## src/rtl/debounce_pkg.sv

```systemverilog
// Shared types and constants for the input debouncer and related front-end logic.
// Ports: none (package). Provides the 2-bit debouncer state type, default
// parameter values and a helper that sizes the stability counter.
package debounce_pkg;

   // Bit 1 of every encoding is the debounced level, so w can be read
   // straight from the state register in both IDLE and WAIT states.
   typedef enum logic [1:0] {
      IDLE_LO = 2'b00,
      WAIT_HI = 2'b01,
      IDLE_HI = 2'b10,
      WAIT_LO = 2'b11
   } state_t;

   localparam int DEF_SYNC_STAGES   = 2;
   localparam int DEF_STABLE_CYCLES = 4;

   // Counter width: max(1, clog2(n)).
   function automatic int cnt_width(input int n);
      int b;
      b = $clog2(n);
      return (b < 1) ? 1 : b;
   endfunction

endpackage

```

## src/rtl/sync_chain.sv

```systemverilog
// Plain flop-chain synchroniser for one asynchronous input bit.
// Ports: clk, rst (sync, active-high), d (async input), q (synchronised output).
// Latency SYNC_STAGES cycles; no logic between stages.
module sync_chain #(
   parameter int SYNC_STAGES = 2
) (
   input  logic clk,
   input  logic rst,
   input  logic d,
   output logic q
);

   logic [SYNC_STAGES-1:0] ff;

   always_ff @(posedge clk) begin
      if (rst) begin
         ff <= '0;
      end else begin
         ff <= {ff[SYNC_STAGES-2:0], d};
      end
   end

   assign q = ff[SYNC_STAGES-1];

endmodule

```

## src/rtl/input_debouncer.sv

```systemverilog
// Debounces a bouncy external level into a clean synchronous bit w with rise/fall strobes.
// Ports: clk, rst (sync, active-high), raw_in (async level), w (debounced level),
// w_rise / w_fall (one-cycle strobes registered alongside the new w value).
module input_debouncer
   import debounce_pkg::*;
#(
   parameter int SYNC_STAGES   = DEF_SYNC_STAGES,
   parameter int STABLE_CYCLES = DEF_STABLE_CYCLES
) (
   input  logic clk,
   input  logic rst,
   input  logic raw_in,
   output logic w,
   output logic w_rise,
   output logic w_fall
);

   localparam int             CW       = cnt_width(STABLE_CYCLES);
   localparam logic [CW-1:0]  CNT_LAST = CW'(STABLE_CYCLES - 1);
   localparam logic [CW-1:0]  CNT_ONE  = CW'(1);

   logic          sync_q;
   state_t        state_q, state_d;
   logic [CW-1:0] cnt_q, cnt_d;
   logic          rise_d, fall_d;
   logic          differ;

   sync_chain #(.SYNC_STAGES(SYNC_STAGES)) u_sync (
      .clk (clk),
      .rst (rst),
      .d   (raw_in),
      .q   (sync_q)
   );

   // Synchronised input disagrees with the current debounced level.
   assign differ = (sync_q != state_q[1]);

   always_comb begin
      state_d = state_q;
      cnt_d   = cnt_q;
      rise_d  = 1'b0;
      fall_d  = 1'b0;
      case (state_q)
         IDLE_LO, IDLE_HI: begin
            if (!differ) begin
               cnt_d = '0;
            end else if (STABLE_CYCLES == 1) begin
               // A single differing sample is already a full count.
               state_d = state_q[1] ? IDLE_LO : IDLE_HI;
               rise_d  = !state_q[1];
               fall_d  = state_q[1];
               cnt_d   = '0;
            end else begin
               state_d = state_q[1] ? WAIT_LO : WAIT_HI;
               cnt_d   = CNT_ONE;
            end
         end
         WAIT_HI, WAIT_LO: begin
            if (!differ) begin
               // Glitch: candidate level did not persist, drop it.
               state_d = state_q[1] ? IDLE_HI : IDLE_LO;
               cnt_d   = '0;
            end else if (cnt_q == CNT_LAST) begin
               state_d = state_q[1] ? IDLE_LO : IDLE_HI;
               rise_d  = !state_q[1];
               fall_d  = state_q[1];
               cnt_d   = '0;
            end else begin
               cnt_d = cnt_q + CNT_ONE;
            end
         end
         default: begin
            state_d = IDLE_LO;
            cnt_d   = '0;
         end
      endcase
   end

   always_ff @(posedge clk) begin
      if (rst) begin
         state_q <= IDLE_LO;
         cnt_q   <= '0;
         w_rise  <= 1'b0;
         w_fall  <= 1'b0;
      end else begin
         state_q <= state_d;
         cnt_q   <= cnt_d;
         w_rise  <= rise_d;
         w_fall  <= fall_d;
      end
   end

   assign w = state_q[1];

endmodule

```

## config.mk

```make
export PLATFORM = sky130hd
export DESIGN_NAME = input_debouncer
export DESIGN_NICKNAME = d
export VERILOG_FILES = /design/src/rtl/debounce_pkg.sv /design/src/rtl/sync_chain.sv /design/src/rtl/input_debouncer.sv
export SDC_FILE = /design/constraint.sdc
export NUM_CORES = 1
export LEC_CHECK = 0
export ABC_AREA = 1
export CORE_AREA = 2 2 39 41
export DETAILED_ROUTE_END_ITERATION = 8
export DIE_AREA = 0 0 41 43
export GPL_TIMING_DRIVEN = 0
export HOLD_SLACK_MARGIN = 0.12
export PLACE_DENSITY = 0.52
export SYNTH_ARGS = -nofsm -noshare
export SYNTH_HDL_FRONTEND = slang
export SYNTH_SLANG_ARGS = --single-unit
```

## constraint.sdc

```tcl
create_clock -name clk -period 1.7 [get_ports clk]
set_clock_uncertainty 0.2 [all_clocks]
set_input_delay 0.425 -clock clk [delete_from_list [all_inputs] [get_ports clk]]
set_output_delay 0.425 -clock clk [all_outputs]
set_load 0.01 [all_outputs]
```

==> metrics <==
clk root buf=clkbuf_4; Row Count=14; Worst setup SP type=flop; Fmax=643 MHz; Synth top cells by count=dfxtp_1, nor2_1, inv_1; IO Pins=6; Area growth syn-to-layout=32.3%; multi-input logic area=95.1 um^2; number of I/O port buffers=5; VDD IR-drop max=0.377 mV; Vias=221; Core Util, Final=between 20 and 30%; drt first-iter violations=0; CP arrival=0.93 ns; largest net degree at the start of global routing=6; antenna cells=0; Final Routed Wirelength=about 380 um; Buf/Inv on CP=1; Synth Register Bits=8; Worst-Margin Slew=0.167 ns; required time worst endpoint=1.07 ns; Main synth FF type=dfxtp_1; hpwl dp=306 um; CP max stage cell=dfxtp_1; Area contributors post-synth=dfxtp_1, nor2_1, inv_1; fin. max-slew vios=0; Worst Setup End Kind=primary output; Detail Route Antenna Nets=0; Synth async-reset ratio=0%; dominant cell by count in the synthesized netlist=dfxtp_1; max-cap viol count=0; fin crit period=1.55 ns; CTS Buffer Depth=2; CTS clk-pin slew, worst paths=0.05 ns; worst min-delay path category=reg2reg; Final period util=between 90 and 100%; Worst slew margin=88.8%; Synth top area share=55.9%; mapped cell area=about 290 um^2; critical path, cell by cell=dlygate4sd2_1; final hold violation count=0; first-pass GRT wire length=683 um; P per Cell Area=906 mW/mm^2; Syn Nets=38; worst-skew pair later-pin latency=0.25 ns; Final setup violation count=0; setup bufs post-CTS=0; unrepaired setup endpoints after global routing=no; Initial Utilization=a little over 20%; Vias/cell=3.81; layout cell share with drive strength beyond 1=19.0%; CTS Buf Count=3; fraction of the yosys area taken by sequential cells=55.9%; Remaining DRCs=0; Avg Cell Area, Syn=between 8 and 9 um^2; number of global-route vias before repair=192; largest delay contributor family on the critical path=flip-flops; status=finished, final reports clean; count of cell types in the netlist=12; CTS tree=done; initial antenna violation count=0; Crit Path Class=reg2out; largest stage delay on the critical path=0.40 ns; drt first pass iters=1; Die Ht=between 40 and 50 um; H-tree levels=1; # fillers=153; post-synth top area cell=dfxtp_1; CORE AREA=0.00138 mm^2; GRT Util Overall=6.15%; die area=0.00176 mm^2; Overflow after GRT=0; sequential cell area=160 um^2; WL/cell=6.48 um; EDFF count, synth=0; LEAKAGE=about 0.21 nW; clock sink count=8; final-stage net count=48; critical-path maximum fanout=5; Final TNS setup=0 ns; Ys Warns=0; post-synthesis instance total=34; gpl congestion=between 0.6 and 0.7; Die Span X=41 um
## where the power goes
group / switching (mW) / leakage (nW) / internal (mW)
Combinational: 0.00541 / 0.134 / 0.00653
Clock: 0.0579 / 0.0138 / 0.0803
Sequential: 0.00200 / 0.0650 / 0.191
Total: 0.0653 / 0.213 / 0.278
## path summary, 6_finish.rpt
path,from,endpoint,slack (ns),cells past startpoint
worst max-delay path,state_q[1],w,0.15,1
worst min-delay path,u_sync.ff[0],u_sync.ff[1],0.21,2
worst max register to register,cnt_q[0],state_q[1],0.53,5
worst min register to register,u_sync.ff[0],u_sync.ff[1],0.21,2
## cells in the final DEF, fill, tap and decap left out, types with 2 or more instances in the layout
cell type        n
clkbuf_4         3
clkdlybuf4s50_1  2
dfxtp_1          8
dlygate4sd2_1    2
inv_1            5
inv_2            2
nand2_1          4
nand4_1          2
nor2_1           7
## metal layers
layer,vias up,global-route usage (%),wire length (um)
li1,121,-,-
met1,90,6.84,169
met5,-,0,0
met3,4,1.57,23
met4,0,8.00,17
met2,6,7.81,166
## cell families (layout without fill, tap and decap cells)
kind of cell	Yosys count	count (layout)	share of synthesized area, %
compound gates	1	1	1.75
fa+ha+maj	1	1	4.37
buf+inv	8	16	10.9
flops	8	8	55.9
simple gates	16	16	27.1
## state kept, by name, summed over array words and instances, names as in the netlist
signal / cells
cnt_q: 2
state_q: 2
u_sync.ff: 2
w_fall: 1
w_rise: 1
## worst register-to-register path, cell delays in order, from the launching register on
cell and delay, ns:
dfxtp_1 0.31, ha_1 0.20, nand2_1 0.13, clkinv_2 0.09, nor2_1 0.09, nor2_1 0.05
## through the flow
stage / std cells / power, mW / hold slack [ns] / area (um^2) / setup slack, ns
after floorplan: 34 / 0.203 / 0.188 / 287 / 0.605
after detailed placement: 55 / 0.209 / 0.205 / 357 / 0.135
after global routing: 58 / 0.360 / 0.253 / 379 / 0.115
after global placement: 55 / 0.209 / 0.208 / 357 / 0.119
final: 58 / 0.344 / 0.207 / 379 / 0.145
after CTS: 58 / 0.351 / 0.214 / 377 / 0.00108
## layout make-up
class                           instances  share of cell area (%)
Clock buffer                            3                    5.94
Inverter                                8                    8.25
Multi-Input combinational cell         18                    25.1
Sequential cell                         8                    42.2
Tap cell                               16                    5.28
Timing Repair Buffer                    5                    13.2
## timing repair
item / 4_1_cts / 5_1_grt
pin swaps: 0 / 0
hold buffers: 0 / 0
resized for setup: 2 / 1
endpoints found under the setup margin: 2 / 1
cloned: 0 / 0
hold endpoints to repair: 0 / 0
Note: power is estimated with default switching activity, not from simulation.
